--- src/rtl/wpm_pkg.sv ---
// Shared types and defaults for the waveform period meter.
// Latency: n/a (declarations only).
// Backpressure: n/a.
package wpm_pkg;

    localparam int CNT_W_DEF       = 16;
    localparam int SYNC_STAGES_DEF = 2;

    typedef enum logic [1:0] {
        IDLE      = 2'd0,
        WAIT_RISE = 2'd1,
        MEAS_HIGH = 2'd2,
        MEAS_LOW  = 2'd3
    } wpm_state_t;

endpackage

--- src/rtl/sig_sync_edge.sv ---
// Synchronizes an asynchronous level into clk and flags its rising/falling edges.
// Latency: STAGES cycles from sig_in sample to rise/fall (rise/fall are single-cycle).
// Backpressure: none, free-running.
module sig_sync_edge #(
    parameter int STAGES = 2
) (
    input  logic clk,
    input  logic rst_n,
    input  logic sig_in,
    output logic sync,
    output logic rise,
    output logic fall
);

    logic [STAGES-1:0] sync_sh;
    logic              prev;

    // Reset value 0 means a line that is low at release never looks like a rise.
    always_ff @(posedge clk or negedge rst_n) begin
        if (!rst_n) begin
            sync_sh <= '0;
            prev    <= 1'b0;
        end else begin
            sync_sh <= {sync_sh[STAGES-2:0], sig_in};
            prev    <= sync_sh[STAGES-1];
        end
    end

    assign sync = sync_sh[STAGES-1];
    assign rise = sync & ~prev;
    assign fall = ~sync & prev;

endmodule

--- src/rtl/wave_period_meter.sv ---
// Measures high and low phase lengths (in clk cycles) of an asynchronous periodic signal.
// Latency: result registered one cycle after the period-terminating rise is detected.
// Backpressure: valid/ready; a result completing while one is stalled is dropped with an overrun pulse.
module wave_period_meter
    import wpm_pkg::*;
#(
    parameter int CNT_W       = CNT_W_DEF,
    parameter int SYNC_STAGES = SYNC_STAGES_DEF
) (
    input  logic             clk,
    input  logic             rst_n,
    input  logic             en,
    input  logic             sig_in,
    output logic             meas_valid,
    input  logic             meas_ready,
    output logic [CNT_W-1:0] high_cnt,
    output logic [CNT_W-1:0] low_cnt,
    output logic             sat,
    output logic             overrun,
    output logic             busy
);

    localparam logic [CNT_W-1:0] CNT_MAX = '1;
    localparam logic [CNT_W-1:0] CNT_ONE = CNT_W'(1);

    wpm_state_t       state;
    logic [CNT_W-1:0] cnt;
    logic             cnt_sat;
    logic [CNT_W-1:0] hi_cnt;
    logic             hi_sat;
    logic             sync_lvl_unused;
    logic             rise;
    logic             fall;

    sig_sync_edge #(
        .STAGES (SYNC_STAGES)
    ) u_sync (
        .clk    (clk),
        .rst_n  (rst_n),
        .sig_in (sig_in),
        .sync   (sync_lvl_unused),
        .rise   (rise),
        .fall   (fall)
    );

    always_ff @(posedge clk or negedge rst_n) begin
        if (!rst_n) begin
            state      <= IDLE;
            cnt        <= '0;
            cnt_sat    <= 1'b0;
            hi_cnt     <= '0;
            hi_sat     <= 1'b0;
            meas_valid <= 1'b0;
            high_cnt   <= '0;
            low_cnt    <= '0;
            sat        <= 1'b0;
            overrun    <= 1'b0;
        end else begin
            overrun <= 1'b0;
            if (meas_valid && meas_ready)
                meas_valid <= 1'b0;

            // Disable aborts the measurement but leaves any pending result for the consumer.
            if (!en) begin
                state   <= IDLE;
                cnt     <= '0;
                cnt_sat <= 1'b0;
                hi_cnt  <= '0;
                hi_sat  <= 1'b0;
            end else begin
                case (state)
                    IDLE: state <= WAIT_RISE;
                    WAIT_RISE: begin
                        if (rise) begin
                            state   <= MEAS_HIGH;
                            cnt     <= CNT_ONE;
                            cnt_sat <= 1'b0;
                        end
                    end
                    MEAS_HIGH: begin
                        if (fall) begin
                            hi_cnt  <= cnt;
                            hi_sat  <= cnt_sat;
                            cnt     <= CNT_ONE;
                            cnt_sat <= 1'b0;
                            state   <= MEAS_LOW;
                        end else if (cnt == CNT_MAX) begin
                            cnt_sat <= 1'b1;
                        end else begin
                            cnt <= cnt + 1'b1;
                        end
                    end
                    MEAS_LOW: begin
                        if (rise) begin
                            // Slot is free if empty or being drained this very cycle.
                            if (!meas_valid || meas_ready) begin
                                meas_valid <= 1'b1;
                                high_cnt   <= hi_cnt;
                                low_cnt    <= cnt;
                                sat        <= hi_sat | cnt_sat;
                            end else begin
                                overrun <= 1'b1;
                            end
                            cnt     <= CNT_ONE;
                            cnt_sat <= 1'b0;
                            state   <= MEAS_HIGH;
                        end else if (cnt == CNT_MAX) begin
                            cnt_sat <= 1'b1;
                        end else begin
                            cnt <= cnt + 1'b1;
                        end
                    end
                    default: state <= IDLE;
                endcase
            end
        end
    end

    assign busy = (state != IDLE);

endmodule

--- config.mk ---
export PLATFORM = sky130hd
export DESIGN_NAME = wave_period_meter
export DESIGN_NICKNAME = d
export VERILOG_FILES = /design/src/rtl/wpm_pkg.sv /design/src/rtl/sig_sync_edge.sv /design/src/rtl/wave_period_meter.sv
export SDC_FILE = /design/constraint.sdc
export NUM_CORES = 1
export LEC_CHECK = 0
export BUFFER_PORTS_ARGS = -buffer_cell sky130_fd_sc_hd__buf_4
export CAP_MARGIN = 20
export CORE_MARGIN = 2
export CORE_UTILIZATION = 35
export DETAILED_ROUTE_END_ITERATION = 16
export PLACE_DENSITY = 0.51
export SLEW_MARGIN = 20
export SYNTH_ARGS = -nofsm -noshare
export SYNTH_HDL_FRONTEND = slang
export SYNTH_HIERARCHICAL = 1
export SYNTH_SLANG_ARGS = --single-unit
--- constraint.sdc ---
create_clock -name clk -period 2.2 [get_ports clk]
set_clock_uncertainty 0.05 [all_clocks]
set_input_delay 0.44 -clock clk [delete_from_list [all_inputs] [get_ports clk]]
set_output_delay 0.44 -clock clk [all_outputs]
set_load 0.01 [all_outputs]
# [Word level (Yosys, flattened, before mapping)]
# Cells that the tools add are included.
[op_classes] add_sub_neg=1 n_eq_ne=10 n_mux=31 n_bitwise=5 reduce_logical=10
[ops] op="two-way mux 16 bit" count=8
[ops] op="one-hot mux 16 bit (3 select lines)" count=1
[ops] op="two-way mux 1 bit" count=17
[ops] op="adder 16 x 1 -> 16 bit, second input constant" count=1
[ops] op="equality test 16 bit, second input constant" count=1
[ops] op="two-way mux 2 bit" count=3
[ops] op="!= test 3 bit, second input constant" count=2
[ops] op="one-hot mux 2 bit (3 select lines)" count=1
[ops] op="AND reduction 2 bit" count=3
[ops] op="equality test 2 bit, second input constant" count=2
[ops] op="!= test 2 x 1 -> 1 bit, second input constant" count=2
[ops] op="!= test 4 x 1 -> 1 bit, second input constant" count=1
[ops] op="AND reduction 4 bit" count=1
[ops] op="!= test 3 x 2 -> 1 bit, second input constant" count=1
[ops] op="one-hot mux 1 bit (3 select lines)" count=1
[ops] op="bitwise AND 1 bit" count=2
[ops] op="equality test 2 x 1 -> 1 bit, second input constant" count=1
[ops] op="zero test 2 bit" count=1
[ops] op="inverter 1 bit" count=2
[ops] op="nonzero test 2 bit" count=1
[ops] op="OR reduction 2 bit" count=1
[ops] op="logical AND 1 bit" count=1
[ops] op="zero test 1 bit" count=1
[ops] op="logical OR 1 bit" count=1
[ops] op="OR 1 bit" count=1
[word_totals] reg_bits=74 input_bits=5 out_inout_bits=36 elab_cells=69

# [Depth between registers and ports, before layout]
[logic_depth] word_depth=6 depth_mapped=8

# [Modules after synthesis]
# The synthesis kept the hierarchy.
[modules_own_cells] module="wave_period_meter" instances=1 cells_per_inst=254 area_each_um2=3089.2 seq_area_each_um2=1776.7
[modules_own_cells] module="sig_sync_edge" instances=1 cells_per_inst=5 area_each_um2=90.1 seq_area_each_um2=75.1

# [Worst setup path after synthesis]
# No wires, ideal clock.
[synth_timing] path_type="reg-to-reg" startpoint="register u_sync.sync_sh[1]" endpoint="register cnt[4]" arrival_time_ps=1805 t_required_ps=2081 setup_slack_ps=275 stages_incl_launch_ff=8 path_buffers=2 synth_period_minus_slack_ps=1925 path_cell_list="dfrtp_1 nor2b_1 and2_1 buf_6 or3_1 buf_2 or4_1 nand3_1"
[synth_via] elab_cells_between_ends=9 cone_classes="eq/ne (1); mux (4); bitwise (3); reduce/logical (1)"
[synth_rtl] item="from (decl)" line="sig_sync_edge.sv:15" source="logic [STAGES-1:0] sync_sh;"
[synth_rtl] item="from (signal assigned)" line="sig_sync_edge.sv:24" source="sync_sh <= {sync_sh[STAGES-2:0], sig_in};"
[synth_rtl] item="bitwise AND 1 bit *" line="sig_sync_edge.sv:30" source="assign rise = sync & ~prev;"
[synth_rtl] item="net rise" line="wave_period_meter.sv:32" source="logic rise;"
[synth_rtl] item="two-way mux 16 bit" line="wave_period_meter.sv:94" source="if (rise) begin"
[synth_rtl] item="one-hot mux 16 bit (3 select lines)" line="wave_period_meter.sv:71" source="case (state)"
[synth_rtl] item="two-way mux 16 bit" line="wave_period_meter.sv:64" source="if (!en) begin"
[synth_rtl] item="to (signal assigned)" line="wave_period_meter.sv:90" source="cnt <= cnt + 1'b1;"
[synth_rtl] item="to (signal assigned)" line="wave_period_meter.sv:110" source="cnt <= cnt + 1'b1;"
[synth_rtl] item="to (decl)" line="wave_period_meter.sv:27" source="logic [CNT_W-1:0] cnt;"
# The timed path passes the listed nets; every way through them passes the cells marked *.
# A chain may end at the register's enable or synchronous reset.

# [Worst setup path in the final report]
[layout_timing] startpoint="register u_sync.prev" endpoint="register cnt[11]"
[layout_via] elab_cells_between_ends=9 cone_classes="eq/ne (1); mux (4); bitwise (3); reduce/logical (1)"
[layout_rtl] item="from (decl)" line="sig_sync_edge.sv:16" source="logic prev;"
[layout_rtl] item="from (signal assigned)" line="sig_sync_edge.sv:25" source="prev <= sync_sh[STAGES-1];"
[layout_rtl] item="bitwise AND 1 bit" line="sig_sync_edge.sv:31" source="assign fall = ~sync & prev;"
[layout_rtl] item="net fall" line="wave_period_meter.sv:33" source="logic fall;"
[layout_rtl] item="two-way mux 16 bit" line="wave_period_meter.sv:81" source="if (fall) begin"
[layout_rtl] item="one-hot mux 16 bit (3 select lines)" line="wave_period_meter.sv:71"
[layout_rtl] item="two-way mux 16 bit" line="wave_period_meter.sv:64"
# The timed path passes the listed nets, and every way through them passes these cells.

==> out/metrics.yaml <==
yosysMostFrequentCell: "dfrtp_1"
critical_path_class: "reg2reg"
power_leakage_uw: 0.00188
crit_chain: "and2b_2, nor2b_1, or3_1, or4_1, nand3_1"
wl_per_cell_um: 16.5
period_share_pct: 88.4
fin_setup_tns_ns: 0
die_y_um: 99.3
ir_worst_vdd_mv: 0.345
post_cts_resized: 0
cts_num_sinks: 74
seq_area_frac_synth_pct: 58.2
power_density_nw_per_um2: 660
synth_top_area_cell: "dfrtp_1"
drtAntennaViolNets: 0
routed_wl_mm: 6.99
syn-num-nets: 265
synth_seq_cells: 74
grt_pass1_wl_mm: 11.8
worst_slack_ns: 0.255
syn_area_per_cell_um2: 12.3
clk_latency_ns: 0.35
via_per_inst: 5.31
drtIter0Drc: 199
io-pin-count: 41
status: "finished, final reports clean"
critPathRequiredTime_ns: 2.43
fillers: 828
critical_path.endpoint_type: "flip-flop"
fin_area_um2: 3880
synthCells: 259
cp.arrival_ns: 2.18
place.port_buffers: 40
chipWidth_um: 99.3
drive_gt1_share_pct: 36.5
synth.cells.most_frequent: "dfrtp_1 (74), mux2_2 (32), a22o_1 (17)"
rrSetupSlack_ns: 0.26
worst_pin_slew_ns: 0.459
drv_slew: 0
ys_types: 46
async_flop_share_pct: 100
place_ws_ns: 0.265
finalNetCount: 316
grt_setup_unrepaired: "false"
rows: 34
relSlewSlack_pct: 69.3
area_growth_pct: 22.1
start_kind: "flip-flop"
fin_crit_ns: 1.94
critPathMaxFanout: 7
dieArea_um2: 9860
regArea_um2: 1850
first_pass_iters: 4
multi_input_area_um2: 1220
crit_path_top_delay_cell: "or4_1"
cts.path.max_buffers: 2
synth_edf_count: 0
gp_congestion: 0.820
ctsRootBufferMaster: "clkbuf_8"
critPathMaxStageDelay_ns: 0.54
grt-ovfl-total: 0
vias: 2248
cp_num_buf_inv: 0
start_util_pct: 36.3
path_delay_family: "simple AND/OR/NAND/NOR gates"
synth_flop_cell: "dfrtp_1"
yosysWarnings: 6
fmax_ghz: 0.514
tritoncts: "built"
grt_usage_pct: 15.7
place_hpwl_mm: 4.68
setup_viol: 0
first_global_vias: 2235
synthesis.area_um2: 3180
min_path_type: "in2reg"
max-cap-violations: 0
clk_pin_slew_worst_paths_ns: 0.08
synthTopCellsByArea: "dfrtp_1 (58%), mux2_2 (11%), a22o_1 (4.7%)"
antenna_found_initial: 0
drc: 0
numCtsBuffers: 9
place_area_um2: 3680
htreeDepth: 3
coreArea_um2: 8760
grt_max_degree: 44
utilization_pct: 44.3
diodes: 0
synth.top_cell.area_share_pct: 58.2
timing.final.hold_violations: 0
-- state kept, by name, indices dropped and copies added (netlist names) --
register / flops
state: 2
meas_valid: 1
hi_sat: 1
low_cnt: 16
high_cnt: 16
u_sync/prev: 1
cnt_sat: 1
overrun: 1
sat: 1
hi_cnt: 16
cnt: 16
u_sync/sync_sh: 2
-- layout by cell type, fill, tap and decap left out, types with 3 or more instances in the layout --
cell,instances
or3_1,5
clkbuf_8,10
nor2b_1,4
a41oi_1,4
nand3_1,9
clkinv_2,3
nor2_1,12
buf_4,58
o21ai_0,4
o211ai_1,4
mux2_2,32
a21oi_1,9
a22o_1,17
a31oi_1,4
nand2_1,13
nor3_1,6
dfrtp_1,74
nand4_1,4
inv_1,4
-- worst paths after layout --
kind,to,startpoint,depth (start not counted)
min in group asynchronous,u_sync/sync_sh[0],rst_n,2
min reg2reg,u_sync/sync_sh[1],u_sync/sync_sh[0],0
min,u_sync/sync_sh[0],sig_in,1
max reg2reg,cnt[11],u_sync/prev,5
max in group asynchronous,hi_cnt[1],rst_n,3
max,cnt[11],u_sync/prev,5
-- kinds of logic (layout without fill, tap and decap cells) --
| kind of cell | after synthesis | in the layout | share of synthesized area (%) |
|---|---|---|---|
| AO/OA/AOI/OAI | 55 | 55 | 13.1 |
| adder cells (fa/ha/maj) | 1 | 1 | 0.393 |
| buffers and inverters | 24 | 80 | 3.38 |
| flip-flops | 74 | 74 | 58.2 |
| multiplexers | 32 | 32 | 11.3 |
| AND/OR/NAND/NOR | 73 | 73 | 13.6 |
-- metrics by stage --
step | power [uW] | hold WS (ns) | instances
global route | 2690 | 0.120 | 423
global placement | 1540 | 0.286 | 406
detailed placement | 1540 | 0.290 | 406
CTS | 2600 | 0.125 | 423
finish | 2560 | 0.143 | 423
floorplan | 1460 | 0.0944 | 259
-- repair_timing --
item                                   CTS  global route
buffers inserted                         0             0
endpoints found under the hold margin   31             0
hold buffers                             1             0
-- metal layers --
metal  track usage [%]  share of wire (%)  wire length (um)
met1              22.3                 48              3340
met2              23.0                 46              3190
met3              3.30                4.9               343
met4              7.59                1.7               119
met5                 0                  0                 0
-- worst reg2reg max path, delay by kind of cell (launching register included) --
| family | cells | cell delay (ns) |
|---|---|---|
| DFF | 1 | 0.38 |
| and+or+nand+nor | 5 | 1.46 |
-- power by group --
group	total [uW]	internal (uW)	switching (uW)	leakage (uW)
Combinational	130	48.2	82.2	0.000757
Sequential	1380	1370	9.54	0.00102
Clock	1050	551	499	0.000103
-- cell type report --
class	instances	share of cell area (%)
clock buffers	11	3.64
clock inverters	5	1.39
inverters	4	0.387
multi-input cells	161	31.4
flip-flops and latches	74	47.7
well taps	108	3.48
repair buffers	60	12.0
(Power assumes the default switching activity.)
